==> config.mk <==
export PLATFORM = sky130hd
export DESIGN_NAME = video_timing_gen
export DESIGN_NICKNAME = d
export VERILOG_FILES = /design/src/rtl/video_pkg.sv /design/src/rtl/video_pattern_gen.sv /design/src/rtl/video_timing_gen.sv
export SDC_FILE = /design/constraint.sdc
export NUM_CORES = 1
export LEC_CHECK = 0
export ABC_AREA = 1
export ABC_CLOCK_PERIOD_IN_PS = 4000
export CAP_MARGIN = 20
export CORE_ASPECT_RATIO = 0.7
export CORE_MARGIN = 10
export CORE_UTILIZATION = 57
export DETAILED_ROUTE_END_ITERATION = 6
export PLACE_DENSITY = 0.84
export SYNTH_ARGS = -nofsm -noshare
export SYNTH_HDL_FRONTEND = slang
export SYNTH_SLANG_ARGS = --single-unit
==> constraint.sdc <==
create_clock -name clk_i -period 4 [get_ports clk_i]
set_input_delay 0.6 -clock clk_i [delete_from_list [all_inputs] [get_ports clk_i]]
set_output_delay 0.6 -clock clk_i [all_outputs]
set_load 0.05 [all_outputs]
==> src/rtl/video_pkg.sv <==
// -----------------------------------------------------------------------------
// video_pkg
// Shared definitions for the 1080p60 video timing source:
//   - default raster timing (2200x1125 total, 1920x1080 active)
//   - colour constants and the colour-bar lookup
//   - test-pattern select enum
// No ports; imported by video_timing_gen and video_pattern_gen.
// -----------------------------------------------------------------------------
package video_pkg;

  // 1080p60 raster timing defaults
  localparam int unsigned H_ACTIVE_1080P = 1920;
  localparam int unsigned H_FP_1080P     = 88;
  localparam int unsigned H_SYNC_1080P   = 44;
  localparam int unsigned H_BP_1080P     = 148;
  localparam int unsigned V_ACTIVE_1080P = 1080;
  localparam int unsigned V_FP_1080P     = 4;
  localparam int unsigned V_SYNC_1080P   = 5;
  localparam int unsigned V_BP_1080P     = 36;
  localparam int unsigned CHECK_LOG2_DEF = 5;

  // Colour constants, packed as {R, G, B}
  localparam logic [23:0] RGB_WHITE   = 24'hFFFFFF;
  localparam logic [23:0] RGB_YELLOW  = 24'hFFFF00;
  localparam logic [23:0] RGB_CYAN    = 24'h00FFFF;
  localparam logic [23:0] RGB_GREEN   = 24'h00FF00;
  localparam logic [23:0] RGB_MAGENTA = 24'hFF00FF;
  localparam logic [23:0] RGB_RED     = 24'hFF0000;
  localparam logic [23:0] RGB_BLUE    = 24'h0000FF;
  localparam logic [23:0] RGB_BLACK   = 24'h000000;
  localparam logic [23:0] RGB_GREY    = 24'h808080;

  // Test-pattern select encoding (matches pat_sel_i)
  typedef enum logic [1:0] {
    PAT_BARS  = 2'd0,
    PAT_RAMP  = 2'd1,
    PAT_GREY  = 2'd2,
    PAT_CHECK = 2'd3
  } pat_e;

  // Colour-bar table: bar 0 is leftmost
  function automatic logic [23:0] bar_rgb(input logic [2:0] idx);
    logic [23:0] rgb;
    case (idx)
      3'd0:    rgb = RGB_WHITE;
      3'd1:    rgb = RGB_YELLOW;
      3'd2:    rgb = RGB_CYAN;
      3'd3:    rgb = RGB_GREEN;
      3'd4:    rgb = RGB_MAGENTA;
      3'd5:    rgb = RGB_RED;
      3'd6:    rgb = RGB_BLUE;
      3'd7:    rgb = RGB_BLACK;
      default: rgb = RGB_BLACK;
    endcase
    return rgb;
  endfunction

endpackage

==> src/rtl/video_pattern_gen.sv <==
// -----------------------------------------------------------------------------
// video_pattern_gen
// Registered test-pattern RGB generator. Produces the colour of the pixel at
// (hpos_i, vpos_i) for the selected pattern, forced to black outside active
// video. The output register advances only on cen_i so it stays aligned with
// the timing outputs registered in the top level.
// Ports:
//   clk_i, rst_i  : pixel clock, synchronous active-high reset
//   cen_i         : pixel clock enable
//   hpos_i/vpos_i : counter position of the pixel being generated
//   active_i      : pixel lies in active video (D_sync)
//   pat_i         : pattern in force for the current frame
//   rgb_o         : registered {R,G,B}
// -----------------------------------------------------------------------------
module video_pattern_gen
  import video_pkg::*;
#(
  parameter int unsigned H_ACTIVE   = H_ACTIVE_1080P,
  parameter int unsigned CHECK_LOG2 = CHECK_LOG2_DEF
) (
  input  logic        clk_i,
  input  logic        rst_i,
  input  logic        cen_i,
  input  logic [11:0] hpos_i,
  input  logic [10:0] vpos_i,
  input  logic        active_i,
  input  pat_e        pat_i,
  output logic [23:0] rgb_o
);

  localparam int unsigned BAR_W = H_ACTIVE / 8;
  // Selects the checkerboard bit in both coordinates
  localparam logic [11:0] CHECK_MASK = 12'(1) << CHECK_LOG2;

  logic [2:0]  bar_idx_s;
  logic        check_s;
  logic [23:0] rgb_d;
  logic [23:0] rgb_q;

  // Bar index = hpos / BAR_W as a compare chain; scanning downward leaves the
  // smallest boundary that hpos lies below.
  always_comb begin
    bar_idx_s = 3'd7;
    for (int k = 7; k >= 1; k--) begin
      if (hpos_i < 12'(BAR_W * k)) begin
        bar_idx_s = 3'(k - 1);
      end else begin
        bar_idx_s = bar_idx_s;
      end
    end
  end

  // Checkerboard square parity: h[CHECK_LOG2] xor v[CHECK_LOG2]
  always_comb begin
    check_s = ^((hpos_i ^ {1'b0, vpos_i}) & CHECK_MASK);
  end

  // Next RGB: pattern colour in active video, black elsewhere; hold off-enable
  always_comb begin
    rgb_d = rgb_q;
    if (cen_i) begin
      if (active_i) begin
        case (pat_i)
          PAT_BARS:  rgb_d = bar_rgb(bar_idx_s);
          PAT_RAMP:  rgb_d = {3{hpos_i[7:0]}};
          PAT_GREY:  rgb_d = RGB_GREY;
          PAT_CHECK: rgb_d = check_s ? RGB_WHITE : RGB_BLACK;
          default:   rgb_d = RGB_BLACK;
        endcase
      end else begin
        rgb_d = RGB_BLACK;
      end
    end else begin
      rgb_d = rgb_q;
    end
  end

  // RGB output register
  always_ff @(posedge clk_i) begin
    if (rst_i) begin
      rgb_q <= 24'h000000;
    end else begin
      rgb_q <= rgb_d;
    end
  end

  assign rgb_o = rgb_q;

endmodule

==> src/rtl/video_timing_gen.sv <==
// -----------------------------------------------------------------------------
// video_timing_gen
// Raster timing source (1080p60 by default). Free-running h/v counters advance
// on cen_i; region decode of the counters is registered one enable later so
// blanking, sync, RGB, position and frame outputs all stay mutually aligned.
// The test pattern is latched at pixel (0,0) so a frame never changes pattern
// part way through.
// Ports:
//   clk_i         : pixel-domain clock
//   rst_i         : synchronous active-high reset (wins over cen_i)
//   cen_i         : pixel clock enable; all state advances only when high
//   pat_sel_i     : test pattern select (0 bars, 1 ramp, 2 grey, 3 checker)
//   vh_blank_o    : {Vblank, Hblank}
//   dvh_sync_o    : {D_sync, Vsync, Hsync}, positive polarity
//   vid_rgb_o     : {R,G,B}, black outside active video
//   hpos_o/vpos_o : position of the pixel currently on the outputs
//   frame_cnt_o   : frame counter, 0 for the first frame after reset
//   frame_start_o : high with pixel (0,0)
// -----------------------------------------------------------------------------
module video_timing_gen
  import video_pkg::*;
#(
  parameter int unsigned H_ACTIVE   = H_ACTIVE_1080P,
  parameter int unsigned H_FP       = H_FP_1080P,
  parameter int unsigned H_SYNC     = H_SYNC_1080P,
  parameter int unsigned H_BP       = H_BP_1080P,
  parameter int unsigned V_ACTIVE   = V_ACTIVE_1080P,
  parameter int unsigned V_FP       = V_FP_1080P,
  parameter int unsigned V_SYNC     = V_SYNC_1080P,
  parameter int unsigned V_BP       = V_BP_1080P,
  parameter int unsigned CHECK_LOG2 = CHECK_LOG2_DEF
) (
  input  logic        clk_i,
  input  logic        rst_i,
  input  logic        cen_i,
  input  logic [1:0]  pat_sel_i,
  output logic [1:0]  vh_blank_o,
  output logic [2:0]  dvh_sync_o,
  output logic [23:0] vid_rgb_o,
  output logic [11:0] hpos_o,
  output logic [10:0] vpos_o,
  output logic [3:0]  frame_cnt_o,
  output logic        frame_start_o
);

  localparam logic [11:0] H_ACT_END  = 12'(H_ACTIVE);
  localparam logic [11:0] H_SYNC_BEG = 12'(H_ACTIVE + H_FP);
  localparam logic [11:0] H_SYNC_END = 12'(H_ACTIVE + H_FP + H_SYNC);
  localparam logic [11:0] H_LAST     = 12'(H_ACTIVE + H_FP + H_SYNC + H_BP - 1);
  localparam logic [10:0] V_ACT_END  = 11'(V_ACTIVE);
  localparam logic [10:0] V_SYNC_BEG = 11'(V_ACTIVE + V_FP);
  localparam logic [10:0] V_SYNC_END = 11'(V_ACTIVE + V_FP + V_SYNC);
  localparam logic [10:0] V_LAST     = 11'(V_ACTIVE + V_FP + V_SYNC + V_BP - 1);

  // Counter state
  logic [11:0] h_q, h_d;
  logic [10:0] v_q, v_d;
  pat_e        pat_q, pat_d;
  logic        frame_seen_q, frame_seen_d;

  // Registered outputs
  logic [1:0]  vh_blank_q, vh_blank_d;
  logic [2:0]  dvh_sync_q, dvh_sync_d;
  logic [11:0] hpos_q, hpos_d;
  logic [10:0] vpos_q, vpos_d;
  logic [3:0]  frame_cnt_q, frame_cnt_d;
  logic        frame_start_q, frame_start_d;

  // Decode of the current counter position
  logic h_active_s, v_active_s, hsync_s, vsync_s;
  logic h_last_s, v_last_s, frame_start_s;
  pat_e pat_cur_s;

  // Region decode and frame-start detection on the counters
  always_comb begin
    h_active_s    = (h_q < H_ACT_END);
    v_active_s    = (v_q < V_ACT_END);
    hsync_s       = (h_q >= H_SYNC_BEG) && (h_q < H_SYNC_END);
    vsync_s       = (v_q >= V_SYNC_BEG) && (v_q < V_SYNC_END);
    h_last_s      = (h_q == H_LAST);
    v_last_s      = (v_q == V_LAST);
    frame_start_s = cen_i && (h_q == 12'd0) && (v_q == 11'd0);
    // The newly sampled pattern applies to pixel (0,0) itself
    if (frame_start_s) begin
      pat_cur_s = pat_e'(pat_sel_i);
    end else begin
      pat_cur_s = pat_q;
    end
  end

  // Next-state for counters and outputs; everything holds when cen_i is low
  always_comb begin
    h_d           = h_q;
    v_d           = v_q;
    pat_d         = pat_q;
    frame_seen_d  = frame_seen_q;
    vh_blank_d    = vh_blank_q;
    dvh_sync_d    = dvh_sync_q;
    hpos_d        = hpos_q;
    vpos_d        = vpos_q;
    frame_cnt_d   = frame_cnt_q;
    frame_start_d = frame_start_q;
    if (cen_i) begin
      if (h_last_s) begin
        h_d = 12'd0;
        if (v_last_s) begin
          v_d = 11'd0;
        end else begin
          v_d = v_q + 11'd1;
        end
      end else begin
        h_d = h_q + 12'd1;
        v_d = v_q;
      end

      pat_d         = pat_cur_s;
      vh_blank_d    = {~v_active_s, ~h_active_s};
      dvh_sync_d    = {h_active_s & v_active_s, vsync_s, hsync_s};
      hpos_d        = h_q;
      vpos_d        = v_q;
      frame_start_d = frame_start_s;

      // First frame after reset keeps count 0; later frames increment
      if (frame_start_s) begin
        frame_seen_d = 1'b1;
        if (frame_seen_q) begin
          frame_cnt_d = frame_cnt_q + 4'd1;
        end else begin
          frame_cnt_d = 4'd0;
        end
      end else begin
        frame_seen_d = frame_seen_q;
        frame_cnt_d  = frame_cnt_q;
      end
    end else begin
      h_d = h_q;
      v_d = v_q;
    end
  end

  // State and output registers; reset overrides cen_i
  always_ff @(posedge clk_i) begin
    if (rst_i) begin
      h_q           <= 12'd0;
      v_q           <= 11'd0;
      pat_q         <= PAT_BARS;
      frame_seen_q  <= 1'b0;
      vh_blank_q    <= 2'b00;
      dvh_sync_q    <= 3'b000;
      hpos_q        <= 12'd0;
      vpos_q        <= 11'd0;
      frame_cnt_q   <= 4'd0;
      frame_start_q <= 1'b0;
    end else begin
      h_q           <= h_d;
      v_q           <= v_d;
      pat_q         <= pat_d;
      frame_seen_q  <= frame_seen_d;
      vh_blank_q    <= vh_blank_d;
      dvh_sync_q    <= dvh_sync_d;
      hpos_q        <= hpos_d;
      vpos_q        <= vpos_d;
      frame_cnt_q   <= frame_cnt_d;
      frame_start_q <= frame_start_d;
    end
  end

  video_pattern_gen #(
    .H_ACTIVE   (H_ACTIVE),
    .CHECK_LOG2 (CHECK_LOG2)
  ) u_pattern (
    .clk_i    (clk_i),
    .rst_i    (rst_i),
    .cen_i    (cen_i),
    .hpos_i   (h_q),
    .vpos_i   (v_q),
    .active_i (h_active_s & v_active_s),
    .pat_i    (pat_cur_s),
    .rgb_o    (vid_rgb_o)
  );

  assign vh_blank_o    = vh_blank_q;
  assign dvh_sync_o    = dvh_sync_q;
  assign hpos_o        = hpos_q;
  assign vpos_o        = vpos_q;
  assign frame_cnt_o   = frame_cnt_q;
  assign frame_start_o = frame_start_q;

endmodule

* Word level (Yosys, flattened, before mapping)
Memory sizes are Yosys's and may differ from the RTL's.
Index checks and enable logic that the tools add are counted.
** Word-level totals
- Bits in registers :: 83
- Memory bits (read-only) :: 192
- Input port bits :: 5
- Output and inout port bits :: 57
- Word-level logic and storage cells :: 61
- Memories kept :: 1
** Memories
- (no name shown) :: words 8, width 24, rd ports 1, clocked after Yosys merged registers in 0, wr ports 0, RTL line video_pkg.sv:44 : case (idx)
** Operators by class
- Add/subtract/negate cells :: 3
- Order comparisons :: 13
- Equal/unequal tests :: 5
- Mux-type cells :: 14
- Bitwise gates (word level) :: 4
- Reductions and logical operators :: 10
** Operator list (number)
- $pmux 24 s4 :: 1
- $lt 12x11->1 const B :: 4
- $mux 24 :: 2
- $lt 12x10->1 const B :: 2
- $lt 11x11->1 const B :: 2
- $mux 3 :: 6
- $add 12x1->12 const B :: 1
- $eq 12x12->1 const B :: 1
- $ge 12x11->1 const B :: 1
- $logic_not 12->1 :: 1
- $lt 12x12->1 const B :: 1
- $lt 12x8->1 const B :: 1
- $lt 12x9->1 const B :: 1
- $mux 12 :: 1
- $reduce_xor 12->1 :: 1
- $add 11x1->11 const B :: 1
- $eq 11x11->1 const B :: 1
- $ge 11x11->1 const B :: 1
- $logic_not 11->1 :: 1
- $mux 11 :: 1
- $xor 6x6->6 :: 1
- $add 4x1->4 const B :: 1
- $eq 2x2->1 const B :: 2
- $logic_and 1x1->1 :: 4
- 8 further kinds :: 10

* Longest topological paths before layout
Gate-level depths: netlist of the first run.
An unclocked memory read counts as a cell.
- Depth in word-level cells :: 11
- Gate-level depth with buffers :: 15
- Depth with buffers taken out :: 15

* By module
A second synthesis of the first run with hierarchy kept.
** Unflattened totals
- Cells, all modules :: 550
- Area, all modules :: 4057.6 sq um
** Modules (own cells, without submodules)
- video_timing_gen :: instances 1, cells an instance 382, area each 2892.8 sq um, seq. area each 1181.1 sq um
- video_pattern_gen :: instances 1, cells an instance 168, area each 1164.9 sq um, seq. area each 480.5 sq um

* Least setup slack after synthesis of the first run
Ideal clock, no wire load.
- Kind :: input-to-reg
- From :: input cen_i
- To :: register u_pattern.rgb_q[7] (netlist: u_pattern.rgb_o[7])
- Library setup time :: 128 ps
- Arrival time :: 1841 ps
- Data required time :: 3872 ps
- Setup slack :: 2031 ps
- Stages :: 14
- Path buffers :: 1
- Path through :: buf_4 nand2_2 nor2_1 nand2_1 nor2_8 nand2_4 nand2_1 nand2_2 nor2_4 nand3_2 clkinv_1 nor2_1 nor2_1 nor2_1
** On the way
- Word-level cells in the longest chain between the ends :: 6
- Elaborated cells between the ends (all ways) :: 9
- Those cells by class :: eq/ne (3); mux (3); reduce/logical (3)
** Ends and longest elaborated chain
- from (decl) :: RTL line video_timing_gen.sv:35 : input logic cen_i,
- $logic_and 1x1->1 (2 in a row) :: RTL line video_timing_gen.sv:82 : frame_start_s = cen_i && (h_q == 12'd0) && (v_q == 11'd0);
- $mux 2 :: RTL line video_timing_gen.sv:84 : if (frame_start_s) begin
- $eq 2x2->1, or another cell as far along :: RTL line video_pattern_gen.sv:63 : case (pat_i)
- $pmux 24 s4 :: RTL line video_pattern_gen.sv:63
- $mux 24 :: RTL line video_pattern_gen.sv:62 : if (active_i) begin
- to (signal assigned) :: RTL line video_pattern_gen.sv:83 : rgb_q <= rgb_d;
- to (decl) :: RTL line video_pattern_gen.sv:38 : logic [23:0] rgb_q;
Parallel ways exist; a longest one is shown, timed or not.
A chain may end at the register's enable or synchronous reset.

* Worst setup path in the final report of the first run
- From :: input cen_i
- To :: register u_pattern.rgb_q[21] (netlist: u_pattern.rgb_o[21])
Same word-level chain as after synthesis.

==> flow_summary_export.csv, run 1 <==
group,metric,value,unit
synthesis,ys_seq_area_share,43.3,%
timing,hold_viol,0,
global_routing,grt_pass1_vias,3491,
die,rows,24,
timing,finalClockSkew,0.00887,ns
routing,postRouteAntennaNets,0,
power,powerDensity,415,mW/mm2
placement,dp.final_hpwl,8080,um
routing,firstDrtPassIters,4,
synthesis,synth_cells,518,
global_routing,antenna_found_initial,0,
cells_and_area,diodes,0,
critical_path,rr_worst_depth,13,
die,die_w,118,um
routing,drt-met1-wl,5020,um
synthesis,syn_area_per_cell,7.42,um2
cells_and_area,final_common_cell,"nand2_1",
critical_path,cp.required,4.27,ns
timing,drv_slew,0,
hold_path,hold_depth,2,
routing,vias_per_cell,5.69,
power,leakage,0.00189,uW
die,coreArea,0.00640,mm2
clocking,cts_hold_buf,0,
global_routing,grt_max_degree,37,
synthesis,ys_types,39,
global_routing,grt-ovfl-total,0,
cells_and_area,post-route-util,73.3,%
cells_and_area,fin_area,0.00469,mm2
critical_path,end_kind,"register",
timing,fmax,324,MHz
cells_and_area,drive_above_1_share,12.0,%
die,fp.dieH,88.7,um
clocking,htreeDepth,3,
global_routing,grt_pass1_wl,17900,um
power,peakVddDrop,0.272,mV
timing,finalHoldWorstSlack,0.467,ns
clocking,cts_tree,"done",
synthesis,ys_warn_count,0,
routing,wl_per_cell,16.6,um
clocking,cts_sinks,83,
clocking,cts_buffers,9,
critical_path,timing.rr.start,"v_q[0]",
timing,fin_tns_setup,0,ns
die,io_pins,62,
die,initial_core_util,60.1,%
routing,route.met2.wl,4930,um
cells_and_area,area_growth,22.0,%
die,dieArea,0.0105,mm2
cells_and_area,mostFrequentLayoutCells,"nand2_1, dfxtp_1, nor2_1",
flow_run,maxCapViolations,0,
placement,place_area,0.00448,mm2
critical_path,crit_arrival,3.36,ns
routing,first_iter_violations,406,
critical_path,path_class,"input port to register",
clocking,clockBufferDepth,2,
routing,dr_wl_met3,1020,um
placement,gp_congestion,0.966,
timing,slew_headroom,44.3,%
critical_path,timing.critical_path.from_type,"input port",
hold_path,min_from,"u_pattern.rgb_o[4]",
critical_path,cp_max_fo,35,
synthesis,synth-seq-cells,83,
clocking,cts_resized,0,
clocking,cts_setup_buffers,0,
routing,wirelength,11100,um
placement,portBuffers,61,
cells_and_area,nets,582,
timing,rsz0062_at_grt,"no",
hold_path,holdCritPathClass,"register to register",
clocking,cts_root_buf,"clkbuf_8",
timing,min_period,3.09,ns
routing,vias,3801,
critical_path,worstSetupStartpoint,"cen_i",
routing,drcViolationCount,0,
clocking,path_clk_slew,0.08,ns
timing,post-route-period-util,77.2,%
timing,tightest_slew,0.833,ns
run_status,status,"complete, no violations",
routing,dr.max_layer_used,"met4",
timing,setup_viol_count_final,0,
synthesis,syn-num-nets,528,
global_routing,grt.total_usage,21.0,%
clocking,clock_latency,0.36,ns
synthesis,synth_area,0.00384,mm2
==> metrics by stage <==
stage               setup slack (ns)  instances  total power [uW]
floorplan                       2.03        518              1210
global placement               0.885        652              1330
detailed placement             0.701        652              1340
CTS                             1.03        668              1950
global route                   0.768        668              2010
finish                         0.913        668              1940
==> power by group <==
part,internal [uW],switching (uW)
combinational,128,296
clock,308,311
sequential,872,28.2
total,1310,635
==> flip-flops by register name, summed over array words and instances (netlist names) <==
| signal | cells |
|---|---|
| dvh_sync_o | 3 |
| h_q | 12 |
| pat_q | 2 |
| hpos_o | 12 |
| vpos_o | 11 |
| frame_seen_q | 1 |
| frame_start_o | 1 |
| vh_blank_o | 2 |
| v_q | 11 |
| frame_cnt_o | 4 |
| u_pattern.rgb_o | 24 |
==> cells by family after synthesis <==
| family | synth area share, % |
|---|---|
| and+or+nand+nor | 31.8 |
| AOI/OAI and AO/OA | 13.6 |
| DFF | 43.3 |
| buffers and inverters | 7.20 |
| xor gates and xnor gates | 2.51 |
| adders and majority gates | 1.63 |
==> worst max-delay path, stage by stage <==
cell and delay, ns:
clkdlybuf4s50_1 0.96, inv_2 0.47, nor2_1 0.71, nand2_1 0.19, inv_2 0.17, nand2_1 0.09
a21oi_1 0.15
==> metal layers <==
layer	track usage, %	up-vias
met5	0	-
met4	5.93	0
met3	6.30	20
met2	32.6	177
met1	27.8	1802
li1	-	1802
==> path summary, 6_finish.rpt <==
| path | to | slack, ns |
|---|---|---|
| hold / removal | u_pattern.rgb_o[4] | 0.47 |
| setup reg to reg | u_pattern.rgb_o[18] | 1.74 |
| setup / recovery | u_pattern.rgb_o[21] | 0.91 |
| hold reg to reg | u_pattern.rgb_o[4] | 0.47 |
==> synth_stat cells <==
master | n | area share, %
nand2_1 | 109 | 11
dfxtp_1 | 83 | 43
nor2_1 | 62 | 6.1
a21oi_1 | 55 | 7.2
inv_1 | 27 | 2.6
o21ai_0 | 27 | 3.5
nand3_1 | 26 | 3.4
inv_2 | 20 | 2.0
clkbuf_1 | 14 | 1.4
nor3_1 | 14 | 1.8
nand3_2 | 10 | 2.6
xor2_1 | 10 | 2.3
nand2_2 | 7 | 1.1
a211oi_1 | 5 | 0.98
ha_1 | 5 | 1.6
nor2_2 | 5 | 0.81
nand4_1 | 4 | 0.65
nor3b_1 | 4 | 0.78
nand2_4 | 3 | 0.88
nor2_4 | 3 | 0.88
a221oi_1 | 2 | 0.46
buf_2 | 2 | 0.26
buf_6 | 2 | 0.59
nand3b_1 | 2 | 0.39
nor4_1 | 2 | 0.33
o21a_1 | 2 | 0.39
a31o_2 | 1 | 0.23
a31oi_1 | 1 | 0.16
buf_1 | 1 | 0.098
buf_4 | 1 | 0.20
clkinv_1 | 1 | 0.098
nand3_4 | 1 | 0.46
nor2_8 | 1 | 0.52
nor3_2 | 1 | 0.26
o2111ai_1 | 1 | 0.23
o211a_1 | 1 | 0.26
o41ai_1 | 1 | 0.23
or3_1 | 1 | 0.16
xnor2_1 | 1 | 0.23
==> final cells by class <==
| class | instances | area [um2] |
|---|---|---|
| Clock buffer | 11 | 141 |
| Clock inverter | 5 | 61.3 |
| Fill cell | 553 | 1710 |
| Inverter | 48 | 180 |
| Multi-Input combinational cell | 367 | 1900 |
| Sequential cell | 83 | 1660 |
| Tap cell | 91 | 114 |
| Timing Repair Buffer | 63 | 626 |
(Power assumes the default switching activity.)
==> inputs of run 2 (changes only) <==
--- a/config.mk
+++ b/config.mk
@@ -6,13 +6,13 @@
 export NUM_CORES = 1
 export LEC_CHECK = 0
 export ABC_AREA = 1
-export ABC_CLOCK_PERIOD_IN_PS = 4000
+export ABC_CLOCK_PERIOD_IN_PS = 2620
 export CAP_MARGIN = 20
 export CORE_ASPECT_RATIO = 0.7
 export CORE_MARGIN = 10
-export CORE_UTILIZATION = 57
+export CORE_UTILIZATION = 48
 export DETAILED_ROUTE_END_ITERATION = 6
-export PLACE_DENSITY = 0.84
+export PLACE_DENSITY = 0.76
 export SYNTH_ARGS = -nofsm -noshare
 export SYNTH_HDL_FRONTEND = slang
 export SYNTH_SLANG_ARGS = --single-unit
==> constraint.sdc (replaced) <==
create_clock -name clk_i -period 2.62 [get_ports clk_i]
set_input_delay 0.393 -clock clk_i [delete_from_list [all_inputs] [get_ports clk_i]]
set_output_delay 0.393 -clock clk_i [all_outputs]
set_load 0.05 [all_outputs]
==> run 2 against run 1 <==
  * Via count down 3.9%
  * Design area grew 3.2%
  * Sequential share of layout area fell by 1.1 points
  * Largest power group unchanged
  * Highest routed layer unchanged
  * Die area rose by 15%
  * Routed wire length fell by 3.9%
==> flow_summary_export.csv, run 2 (synthesis gave the netlist of run 1 again) <==
group,metric,value,unit
global_routing,grt_pass1_wl,17500,um
critical_path,critPathMostFrequentCell,"nand2_1",
critical_path,path_class,"register to register",
timing,min_period,2.18,ns
cells_and_area,diodes,0,
power,leakage,0.00197,uW
global_routing,grt.total_usage,17.6,%
timing,rsz0062_at_grt,"no",
critical_path,cp.required,2.83,ns
clocking,clockBufferDepth,2,
cells_and_area,nets,589,
flow_run,maxCapViolations,0,
critical_path,reg2reg_to,"u_pattern.rgb_o[18]",
routing,first_iter_violations,210,
clocking,cts_resized,0,
hold_path,holdCritPathClass,"register to register",
die,initial_core_util,49.0,%
timing,tightest_slew,0.567,ns
critical_path,cp_max_fo,10,
critical_path,worstSetupStartpoint,"h_q[11]",
routing,firstDrtPassIters,5,
critical_path,timing.rr.start,"h_q[11]",
timing,slew_headroom,62.1,%
die,io_pins,62,
clocking,path_clk_slew,0.07,ns
timing,fin_tns_setup,0,ns
placement,gp_congestion,0.910,
clocking,cts_root_buf,"clkbuf_16",
cells_and_area,post-route-util,61.7,%
clocking,htreeDepth,3,
timing,hold_viol,0,
clocking,cts_sinks,83,
global_routing,grt-ovfl-total,0,
die,coreArea,0.00784,mm2
clocking,cts_tree,"done",
placement,dp.final_hpwl,8070,um
clocking,cts_setup_buffers,0,
power,powerDensity,668,mW/mm2
routing,postRouteAntennaNets,0,
cells_and_area,fill_cells,690,
die,rows,27,
cells_and_area,final_common_cell,"nand2_1",
global_routing,grt_max_degree,34,
timing,post-route-period-util,83.0,%
routing,vias,3654,
hold_path,hold-path-endpoint,"hpos_o[0]",
critical_path,rr_worst_depth,12,
critical_path,slowest_stage,"dfxtp_1",
timing,fmax,460,MHz
global_routing,antenna_found_initial,0,
routing,wl_per_cell,15.6,um
routing,drcViolationCount,0,
timing,finalClockSkew,0.00624,ns
critical_path,timing.critical_path.from_type,"register",
die,dieArea,0.0120,mm2
clocking,cts_buffers,9,
die,fp.dieH,94.8,um
clocking,cts_hold_buf,0,
critical_path,path_delay_family,"simple AND/OR/NAND/NOR gates",
critical_path,reg2reg_slack,0.44,ns
placement,portBuffers,61,
critical_path,slowest_delay,0.39,ns
critical_path,crit_arrival,2.39,ns
cells_and_area,largest_register_ffs,24,
critical_path,end_kind,"register",
timing,drv_slew,0,
cells_and_area,mostFrequentLayoutCells,"nand2_1, dfxtp_1, nor2_1",
hold_path,hold_depth,2,
power,peakVddDrop,0.362,mV
clocking,clock_latency,0.34,ns
die,die_w,127,um
global_routing,grt_pass1_vias,3444,
hold_path,min_from,"hpos_o[0]",
cells_and_area,drive_above_1_share,13.2,%
cells_and_area,area_growth,25.9,%
routing,wirelength,10700,um
run_status,status,"complete, no violations",
routing,vias_per_cell,5.33,
critical_path,critPathBufInv,1,
critical_path,cp_cell_sequence,"inv_2, nand2_2, nor2_1, nand2_1, nor2_2, nand2_1, nand2_1, nand2_2, nand2_2, nand3_2, nand2_1, a21oi_1",
timing,setup_viol_count_final,0,
[run 2: cell types whose count changed in the layout (fill, tap and decap cells not counted), sizes merged]
cell	delta
bufinv	-1
clkbuf	-2
buf	+7
inv	+2
clkinv	+2
clkinvlp	-1
[run 2: cell type report]
class                   count  area [um2]  area share (%)
multi-input cells         367        1900            39.4
flip-flops and latches     83        1660            34.4
repair buffers             70         678            14.0
clock buffers               9         225            4.66
inverters                  48         180            3.73
well taps                 101         126            2.61
clock inverters             7        61.3            1.27
[run 2: worst max-delay path by stage]
stage | to | slack [ns] | cells after the start
after CTS | u_pattern.rgb_o[18] | 0.49 | 13
final | u_pattern.rgb_o[18] | 0.44 | 12
after global placement | u_pattern.rgb_o[2] | 0.27 | 12
after detailed placement | u_pattern.rgb_o[18] | 0.23 | 12
after global routing | u_pattern.rgb_o[1] | 0.27 | 14
after floorplan | u_pattern.rgb_o[7] | 0.84 | 15
[run 2: through the flow]
stage               instance area, um2  total power [uW]  cells  hold slack (ns)  worst slack, ns
finish                            4840              3230    685            0.464            0.445
global route                      4840              3340    685            0.483            0.274
CTS                               4840              3250    685            0.462            0.488
detailed placement                4550              2040    669            0.456            0.225
global placement                  4550              2030    669            0.438            0.272
floorplan                         3840              1840    518            0.427            0.839
[run 2: where the power goes]
| part | switching (uW) | leakage [uW] | internal [uW] | total (uW) |
|---|---|---|---|---|
| Clock | 555 | 0.000135 | 659 | 1210 |
| Sequential | 41.3 | 0.000680 | 1330 | 1370 |
| Combinational | 440 | 0.00115 | 202 | 642 |
| Total | 1040 | 0.00197 | 2190 | 3230 |
[run 2: worst reg2reg max path, stage by stage (launching register included)]
cell	delay (ns)
dfxtp_1	0.39
inv_2	0.14
nand2_2	0.09
nor2_1	0.25
nand2_1	0.11
nor2_2	0.15
nand2_1	0.11
nand2_1	0.10
nand2_2	0.14
nand2_2	0.24
nand3_2	0.16
nand2_1	0.11
a21oi_1	0.06
[run 2: metal layers]
metal	GRT usage, %	wire, um
met3	4.64	710
met5	0	0
met4	5.39	129
met1	23.6	5120
met2	27.3	4710
